<file path="config.mk">
export PLATFORM = sky130hd
export DESIGN_NAME = pkt_field_parser
export DESIGN_NICKNAME = d
export VERILOG_FILES = /design/src/rtl/pkt_field_parser_pkg.sv /design/src/rtl/pkt_field_parser_len_counter.sv /design/src/rtl/pkt_field_parser.sv
export SDC_FILE = /design/constraint.sdc
export NUM_CORES = 1
export LEC_CHECK = 0
export BUFFER_PORTS_ARGS = -buffer_cell sky130_fd_sc_hd__buf_2
export CAP_MARGIN = 20
export CORE_AREA = 2 2 177 179
export CTS_CLUSTER_SIZE = 24
export DETAILED_ROUTE_END_ITERATION = 12
export DIE_AREA = 0 0 179 181
export SYNTH_ARGS = -nofsm -noshare
export SYNTH_HDL_FRONTEND = slang
export SYNTH_SLANG_ARGS = --single-unit
</file>
<file path="constraint.sdc">
create_clock -name clk -period 8.1 [get_ports clk]
set_clock_uncertainty 0.1 [all_clocks]
set_input_delay 1.62 -clock clk [delete_from_list [all_inputs] [get_ports clk]]
set_output_delay 1.62 -clock clk [all_outputs]
set_load 0.02 [all_outputs]
</file>
<file path="src/rtl/pkt_field_parser_pkg.sv">
// rtl/pkt_field_parser_pkg.sv - shared packet-format constants and FSM encodings for the header parser
package pkt_field_parser_pkg;

  localparam logic [2:0] PKT_HB   = 3'b000;
  localparam logic [2:0] PKT_CHE  = 3'b001;
  localparam logic [2:0] PKT_TS   = 3'b100;
  localparam logic [2:0] PKT_DATA = 3'b101;
  localparam logic [2:0] PKT_SOS  = 3'b110;

  localparam int          HDR_LEN       = 12;
  localparam logic [3:0]  HDR_LAST_IDX  = 4'(HDR_LEN - 1);
  localparam logic [15:0] NODE_BCAST_ID = 16'hFFFF;

  typedef enum logic [2:0] {
    ST_IDLE  = 3'd0,
    ST_HDR   = 3'd1,
    ST_SKIP  = 3'd2,
    ST_DRAIN = 3'd3,
    ST_EMIT  = 3'd4
  } state_t;

endpackage

</file>
<file path="src/rtl/pkt_field_parser_len_counter.sv">
// rtl/pkt_field_parser_len_counter.sv - header byte index and payload remaining counters
module pkt_field_parser_len_counter
  import pkt_field_parser_pkg::*;
(
  input  logic       clk,
  input  logic       nrst,
  input  logic       cnt_load_i,
  input  logic       cnt_inc_i,
  input  logic       rem_load_i,
  input  logic [7:0] rem_val_i,
  input  logic       rem_dec_i,
  output logic [3:0] cnt_o,
  output logic       hdr_last_o,
  output logic       rem_last_o
);

  logic [3:0] cnt_q, cnt_d;
  logic [7:0] rem_q, rem_d;

  // next-state: the FSM only increments cnt below the last header byte and only decrements rem above 1
  always_comb begin
    cnt_d = cnt_q;
    rem_d = rem_q;
    if (cnt_load_i) begin
      cnt_d = 4'd1;
    end else if (cnt_inc_i) begin
      cnt_d = cnt_q + 4'd1;
    end
    if (rem_load_i) begin
      rem_d = rem_val_i;
    end else if (rem_dec_i) begin
      rem_d = rem_q - 8'd1;
    end
  end

  // counter registers
  always_ff @(posedge clk) begin
    if (!nrst) begin
      cnt_q <= 4'd0;
      rem_q <= 8'd0;
    end else begin
      cnt_q <= cnt_d;
      rem_q <= rem_d;
    end
  end

  assign cnt_o      = cnt_q;
  assign hdr_last_o = (cnt_q == HDR_LAST_IDX);
  assign rem_last_o = (rem_q == 8'd1);

endmodule

</file>
<file path="src/rtl/pkt_field_parser.sv">
// rtl/pkt_field_parser.sv - receive header parser with en_MNI strobe; optional DEST_FILTER_EN destination filter
module pkt_field_parser
  import pkt_field_parser_pkg::*;
#(
  parameter logic [15:0] MY_NODE_ID = 16'h000C,
  parameter logic [15:0] BCAST_ID   = NODE_BCAST_ID
) (
  input  logic        clk,
  input  logic        nrst,
  input  logic        in_valid,
  input  logic [7:0]  in_data,
  input  logic        in_sop,
  input  logic        in_eop,
  output logic        in_ready,
  output logic        en_MNI,
  output logic [2:0]  fPktType,
  output logic [15:0] sourceID,
  output logic [15:0] destinationID,
  output logic [15:0] hops,
  output logic [15:0] timeslot,
  output logic [15:0] e_threshold,
  output logic        pkt_err,
  output logic        busy
);

  if (MY_NODE_ID == BCAST_ID) begin : g_id_check
    $error("MY_NODE_ID must differ from BCAST_ID");
  end

  state_t      state_q, state_d;
  logic        rdy_q;
  logic        accept;
  logic        err_d, go_emit, filter_ok;
  logic        cap_byte0, cap_hdr;
  logic        cnt_load, cnt_inc, rem_load, rem_dec;
  logic [3:0]  cnt;
  logic        hdr_last, rem_last;

  logic [2:0]  sh_type_q;
  logic [15:0] sh_src_q, sh_dst_q, sh_hops_q, sh_ts_q, sh_eth_q;

  logic        en_q, err_q;
  logic [2:0]  type_q;
  logic [15:0] src_q, dst_q, hops_q, ts_q, eth_q;

  assign accept = in_valid && rdy_q;

  pkt_field_parser_len_counter u_len_counter (
    .clk        (clk),
    .nrst       (nrst),
    .cnt_load_i (cnt_load),
    .cnt_inc_i  (cnt_inc),
    .rem_load_i (rem_load),
    .rem_val_i  (in_data),
    .rem_dec_i  (rem_dec),
    .cnt_o      (cnt),
    .hdr_last_o (hdr_last),
    .rem_last_o (rem_last)
  );

`ifdef DEST_FILTER_EN
  assign filter_ok = (sh_type_q == PKT_HB) || (sh_dst_q == MY_NODE_ID) || (sh_dst_q == BCAST_ID);
`else
  assign filter_ok = 1'b1;
`endif

  // next-state and per-byte actions; a new sop always wins and restarts the header
  always_comb begin
    state_d   = state_q;
    err_d     = 1'b0;
    go_emit   = 1'b0;
    cap_byte0 = 1'b0;
    cap_hdr   = 1'b0;
    cnt_load  = 1'b0;
    cnt_inc   = 1'b0;
    rem_load  = 1'b0;
    rem_dec   = 1'b0;
    case (state_q)
      ST_IDLE: begin
        if (accept && in_sop) begin
          if (in_eop) begin
            err_d = 1'b1;
          end else begin
            cap_byte0 = 1'b1;
            cnt_load  = 1'b1;
            state_d   = ST_HDR;
          end
        end
      end
      ST_HDR, ST_SKIP, ST_DRAIN: begin
        if (accept) begin
          if (in_sop) begin
            err_d = 1'b1;
            if (in_eop) begin
              state_d = ST_IDLE;
            end else begin
              cap_byte0 = 1'b1;
              cnt_load  = 1'b1;
              state_d   = ST_HDR;
            end
          end else if (state_q == ST_HDR) begin
            if (hdr_last) begin
              if (in_eop && in_data == 8'd0) begin
                go_emit = 1'b1;
                state_d = ST_EMIT;
              end else if (in_eop) begin
                err_d   = 1'b1;
                state_d = ST_IDLE;
              end else if (in_data == 8'd0) begin
                err_d   = 1'b1;
                state_d = ST_DRAIN;
              end else begin
                rem_load = 1'b1;
                state_d  = ST_SKIP;
              end
            end else if (in_eop) begin
              err_d   = 1'b1;
              state_d = ST_IDLE;
            end else begin
              cap_hdr = 1'b1;
              cnt_inc = 1'b1;
            end
          end else if (state_q == ST_SKIP) begin
            if (rem_last) begin
              if (in_eop) begin
                go_emit = 1'b1;
                state_d = ST_EMIT;
              end else begin
                err_d   = 1'b1;
                state_d = ST_DRAIN;
              end
            end else if (in_eop) begin
              err_d   = 1'b1;
              state_d = ST_IDLE;
            end else begin
              rem_dec = 1'b1;
            end
          end else if (in_eop) begin
            state_d = ST_IDLE;
          end
        end
      end
      ST_EMIT: state_d = ST_IDLE;
      default: state_d = ST_IDLE;
    endcase
  end

  // state, ready and strobe registers; ready drops only for the EMIT cycle
  always_ff @(posedge clk) begin
    if (!nrst) begin
      state_q <= ST_IDLE;
      rdy_q   <= 1'b0;
      en_q    <= 1'b0;
      err_q   <= 1'b0;
    end else begin
      state_q <= state_d;
      rdy_q   <= (state_d != ST_EMIT);
      en_q    <= go_emit && filter_ok;
      err_q   <= err_d;
    end
  end

  // shadow capture of header bytes 0..10, MSB first
  always_ff @(posedge clk) begin
    if (!nrst) begin
      sh_type_q <= 3'd0;
      sh_src_q  <= 16'd0;
      sh_dst_q  <= 16'd0;
      sh_hops_q <= 16'd0;
      sh_ts_q   <= 16'd0;
      sh_eth_q  <= 16'd0;
    end else if (cap_byte0) begin
      sh_type_q <= in_data[7:5];
    end else if (cap_hdr) begin
      case (cnt)
        4'd1:    sh_src_q[15:8]  <= in_data;
        4'd2:    sh_src_q[7:0]   <= in_data;
        4'd3:    sh_dst_q[15:8]  <= in_data;
        4'd4:    sh_dst_q[7:0]   <= in_data;
        4'd5:    sh_hops_q[15:8] <= in_data;
        4'd6:    sh_hops_q[7:0]  <= in_data;
        4'd7:    sh_ts_q[15:8]   <= in_data;
        4'd8:    sh_ts_q[7:0]    <= in_data;
        4'd9:    sh_eth_q[15:8]  <= in_data;
        4'd10:   sh_eth_q[7:0]   <= in_data;
        default: ;
      endcase
    end
  end

  // output fields load on entry to EMIT so they are valid alongside en_MNI, then hold
  always_ff @(posedge clk) begin
    if (!nrst) begin
      type_q <= 3'd0;
      src_q  <= 16'd0;
      dst_q  <= 16'd0;
      hops_q <= 16'd0;
      ts_q   <= 16'd0;
      eth_q  <= 16'd0;
    end else if (go_emit && filter_ok) begin
      type_q <= sh_type_q;
      src_q  <= sh_src_q;
      dst_q  <= sh_dst_q;
      hops_q <= sh_hops_q;
      ts_q   <= sh_ts_q;
      eth_q  <= sh_eth_q;
    end
  end

  assign in_ready      = rdy_q;
  assign en_MNI        = en_q;
  assign pkt_err       = err_q;
  assign busy          = (state_q != ST_IDLE);
  assign fPktType      = type_q;
  assign sourceID      = src_q;
  assign destinationID = dst_q;
  assign hops          = hops_q;
  assign timeslot      = ts_q;
  assign e_threshold   = eth_q;

endmodule

</file>
; ---- After elaboration in Yosys (flattened, before gate mapping)
; Cells that the tools add are included.
[word_totals]
regBits = 184
output_inout_bits = 87
wordCells = 127
[classes]
add_sub_neg = 2
eq_ne = 16
mux = 63
bitwise_logic = 2
reduce_logical = 20
[op_table]
columns = operator, count
row1 = two-way mux 1 bit, 46
row2 = two-way mux 3 bit, 11
row3 = AND reduction 3 bit, 10
row4 = equality test 4 x 3 -> 1 bit (second input constant), 4
row5 = equality test 4 bit (second input constant), 4
row6 = two-way mux 8 bit, 2
row7 = equality test 4 x 2 -> 1 bit (second input constant), 2
row8 = equality test 8 x 1 -> 1 bit (second input constant), 1
row9 = logical NOT 8 bit, 1
row10 = subtractor 8 x 1 -> 8 bit (second input constant), 1
row11 = equality test 3 x 2 -> 1 bit (second input constant), 2
row12 = case mux 3 bit (2 select lines), 1
row13 = adder 4 x 1 -> 4 bit (second input constant), 1
row14 = equality test 4 x 1 -> 1 bit (second input constant), 1
row15 = case mux 1 bit (2 select lines), 2
row16 = nonzero test 2 bit, 2
row17 = equality test 3 x 1 -> 1 bit (second input constant), 1
row18 = logical AND 1 bit, 3
row19 = logical NOT 3 bit, 1
row20 = inequality test 3 bit (second input constant), 1
row21 = nonzero test 3 bit, 1
row22 = OR reduction 3 bit, 1
row23 = two-way mux 2 bit, 1
row24 = inverter 1 bit, 2
row25 = OR reduction 2 bit, 1

; ---- Longest topological paths before layout
[logic_depth]
depth_word = 10
ltp_mapped = 11
ltp_nobuf = 9

; ---- By module
; A second synthesis with hierarchy kept.
[unflattened]
hier_cells = 783
area_unflattened_um2 = 7258.2
[modules_own_cells]
columns = module, n_inst, cells_each, area_each_um2
row1 = pkt_field_parser, 1, 716, 6648.9
row2 = pkt_field_parser_len_counter, 1, 67, 609.3

; ---- Worst setup path before layout
; OpenSTA, ideal clock, no wires.
[synth_timing]
path_type = input port to flip-flop
start = input in_data[1]
end = register eth_q[10], in the netlist e_threshold[10]
setup_ps = 72
arrival_ps = 3359
t_required_ps = 7928
slack_ps = 4569
stages = 8
n_path_buf = 2
cell_sequence = nor4_1 and2_1 ha_1 nand4b_1 a211oi_1 buf_2 buf_2 mux2i_1
[synth_via]
elab_chain_len = 8
[synth_rtl]
columns = element, line
row1 = "start, declared", pkt_field_parser.sv:11  ; input logic [7:0] in_data,
row2 = logical NOT 8 bit, pkt_field_parser.sv:103  ; if (in_eop && in_data == 8'd0) begin
row3 = logical AND 1 bit, pkt_field_parser.sv:103
row4 = two-way mux 1 bit, pkt_field_parser.sv:103
row5 = two-way mux 1 bit, pkt_field_parser.sv:102  ; if (hdr_last) begin
row6 = two-way mux 1 bit, pkt_field_parser.sv:101  ; end else if (state_q == ST_HDR) begin
row7 = two-way mux 1 bit, pkt_field_parser.sv:92  ; if (in_sop) begin
row8 = two-way mux 1 bit, pkt_field_parser.sv:91  ; if (accept) begin
row9 = two-way mux 1 bit, pkt_field_parser.sv:78  ; case (state_q)
row10 = "end signal, assigned", pkt_field_parser.sv:206  ; eth_q <= sh_eth_q;
row11 = "end, declared", pkt_field_parser.sv:44  ; logic [15:0] src_q, dst_q, hops_q, ts_q, eth_q;
; Every way passes these cells.
; A chain may end at the register's enable or synchronous reset.

; ---- Final worst setup path
[layout_timing]
start = input in_data[1]
end = register src_q[14], in the netlist sourceID[14]
[layout_via]
elab_chain_len = 8
[layout_rtl]
columns = element, line
row1 = logical NOT 8 bit, pkt_field_parser.sv:103
row2 = logical AND 1 bit, pkt_field_parser.sv:103
row3 = two-way mux 1 bit, pkt_field_parser.sv:103
row4 = two-way mux 1 bit, pkt_field_parser.sv:102
row5 = two-way mux 1 bit, pkt_field_parser.sv:101
row6 = two-way mux 1 bit, pkt_field_parser.sv:92
row7 = two-way mux 1 bit, pkt_field_parser.sv:91
row8 = two-way mux 1 bit, pkt_field_parser.sv:78
row9 = "end signal, assigned", pkt_field_parser.sv:202  ; src_q <= sh_src_q;
row10 = "end, declared", pkt_field_parser.sv:44
; Every way passes these cells.

==> reports/metrics.yaml <==
sta:
  slew_viol_final: 0
  hold_viol: 0
  fin_crit_sh_pct: 47.2
  finalSetupTns_ns: 0
  min_period_ns: 3.83
  fmax_ghz: 0.261
  setup_violations: 0
  rsz0062_at_grt: "no"
  setup_slack_ns: 4.27
  relSlewSlack_pct: 31.9
  worst_slew_pin_slew_ns: 1.02
worst_setup_path:
  arrival_ns: 4.08
  critPathMaxStageDelay_ns: 0.70
  crit_chain: "buf_2 > nor4_1 > and2_1 > ha_1 > nand4b_1 > a211oi_4 > buf_4 > mux2i_1"
  worst_setup_path_start_kind: "primary input"
  end_kind: "flop"
  worstPathMaxFanout: 52
  cp.required_ns: 8.35
  slowest_stage: "buf_4"
  critPathKind: "primary input to flop"
route:
  via_per_inst: 4.41
  first_pass_iters: 4
  antenna_left: 0
  drc: 0
  wl_per_cell_um: 14.9
  num_vias: 5696
  drt-initial-drc-count: 379
  routed_wl_um: 19300
place:
  place_congestion: 0.776
  dpl_worst_slack_ns: 3.82
  dp_hpwl_um: 13200
  io_buffers: 99
synthesis:
  synth_area_mm2: 0.00753
  synth_cell_type_count: 48
  yosysTopAreaCellShare_pct: 48.9
  synth_common_cells: "nand2_1, dfxtp_1, mux2i_1"
  synthTopCellsByArea: "dfxtp_1, mux2i_1, nand2_1"
  synth.net_count: 847
  seq_area_frac_synth_pct: 48.9
  synth_edf_count: 0
  async_flop_share_pct: 0
  syn_area_per_cell_um2: 9.15
  yosysWarnings: 0
  syn_inst: 823
  yosysMostFrequentCell: "nand2_1"
  synthFlopType: "dfxtp_1"
  yosys.area.top_type: "dfxtp_1"
  ys_ff_latch: 184
clocking:
  cts_root_buffer: "clkbuf_16"
  cts_made_buffers: 17
  cts.repair.resized: 0
  h-tree-depth: 4
  clock_sinks: 184
  clock_latency_ns: 0.44
  hold_buffers: 0
  cts_tree: "done"
  clk_path_buf_depth: 2
  cts_setup_buffers: 0
  cts.clk_slew.worst_paths_ns: 0.06
floorplan:
  coreArea_mm2: 0.0303
  die_y_um: 181
  die_w_um: 179
  num_rows: 64
  die-area_mm2: 0.0324
  start_util_pct: 24.8
  io_pins: 100
power_and_ir_drop:
  vdd_drop_max_mv: 0.147
  power_leakage_nw: 3.65
  power-per-cell-area_mw_per_mm2: 204
global_routing:
  grt_usage_pct: 12.1
  grt_max_degree: 67
  grt_pass1_vias: 5472
  grt-ovfl-total: 0
  grt_pass1_wl_um: 30700
  antenna_found_initial: 1
job:
  max_cap_violations: 0
status:
  status: "completed"
finish:
  nNetsFinal: 909
  n_antenna_cell: 0
  post-route-util_pct: 29.5
  syn_to_final_growth_pct: 18.7
  drive_gt1_share_pct: 16.1
min_path:
  hold_path.class: "flop to flop"
## logic make-up (layout without fill, tap and decap cells)
group	count (synthesis)	count (layout)	share of synthesized area (%)
buffers and inverters	72	146	3.94
xor gates and xnor gates	1	1	0.116
AOI/OAI and AO/OA	63	63	5.65
muxes	145	145	19.3
and+or+nand+nor	347	347	20.3
adders and majority gates	11	11	1.83
DFF	184	184	48.9
## critical path: cells and delay by family
kind,cells,cell delay [ns]
compound gates,1,0.30
fa+ha+maj,1,0.18
buf+inv,2,0.91
mux,1,0.27
simple gates,3,0.74
## power by group
group	total [mW]	internal [mW]	switching, mW
Combinational	0.0536	0.0105	0.0430
Clock	0.866	0.498	0.368
Sequential	0.907	0.905	0.00179
Total	1.83	1.41	0.413
## routing by layer
metal / GRT usage (%) / vias up / wire length [µm]
met3: 2.76 / 23 / 746
li1: - / 2905 / -
met2: 19.4 / 86 / 8980
met1: 15.9 / 2680 / 9240
met5: 0 / - / 7
met4: 4.36 / 2 / 295
## stage by stage
stage / hold WS (ns) / power, mW / instance area [µm²] / cells
finish: 0.353 / 1.83 / 8940 / 1293
global route: 0.370 / 1.89 / 8940 / 1293
CTS: 0.356 / 1.85 / 8940 / 1293
detailed placement: 0.343 / 0.982 / 8330 / 1262
global placement: 0.341 / 0.982 / 8330 / 1262
floorplan: 0.332 / 0.963 / 7530 / 823
## final cells by class
| type | instances | area (µm²) |
|---|---|---|
| Inverter | 9 | 33.8 |
| Multi-Input combinational cell | 567 | 3560 |
| Clock inverter | 12 | 165 |
| Tap cell | 396 | 495 |
| Sequential cell | 184 | 3680 |
| Clock buffer | 19 | 443 |
| Timing Repair Buffer | 106 | 554 |
| Fill cell | 3109 | 21400 |
## sequential cells by signal, summed over array words and instances (netlist names)
name,count
destinationID,16
e_threshold,16
en_MNI,1
fPktType,3
hops,16
in_ready,1
pkt_err,1
sh_dst_q,16
sh_eth_q,16
sh_hops_q,16
sh_src_q,16
sh_ts_q,16
sh_type_q,3
sourceID,16
state_q,3
timeslot,16
u_len_counter.cnt_o,4
u_len_counter.rem_q,8
## path summary, 6_finish.rpt
kind                                            start                        end  slack, ns  depth (start not counted)
hold / removal              sourceID[11]$_SDFFE_PN0P_  sourceID[11]$_SDFFE_PN0P_       0.35                          2
hold reg to reg             sourceID[11]$_SDFFE_PN0P_  sourceID[11]$_SDFFE_PN0P_       0.35                          2
setup / recovery                           in_data[1]  sourceID[14]$_SDFFE_PN0P_       4.27                          8
setup reg to reg  u_len_counter.rem_q[2]$_SDFFE_PN0P_  sourceID[14]$_SDFFE_PN0P_       4.86                          8
## cells in the final DEF, fill, tap and decap left out, types with 6 or more instances in the layout
master | synthesis | routed
a21boi_0 | 8 | 8
a21oi_1 | 19 | 19
a31oi_1 | 7 | 7
and3_1 | 9 | 9
buf_2 | 9 | 98
buf_4 | 4 | 7
clkbuf_16 | 0 | 17
dfxtp_1 | 184 | 184
ha_1 | 11 | 11
inv_1 | 9 | 8
mux2i_1 | 145 | 145
nand2_1 | 191 | 191
nand3_1 | 21 | 21
nand4_1 | 13 | 13
nor2_1 | 70 | 70
nor2b_1 | 6 | 6
o21a_1 | 9 | 9
(Power assumes the default switching activity.)
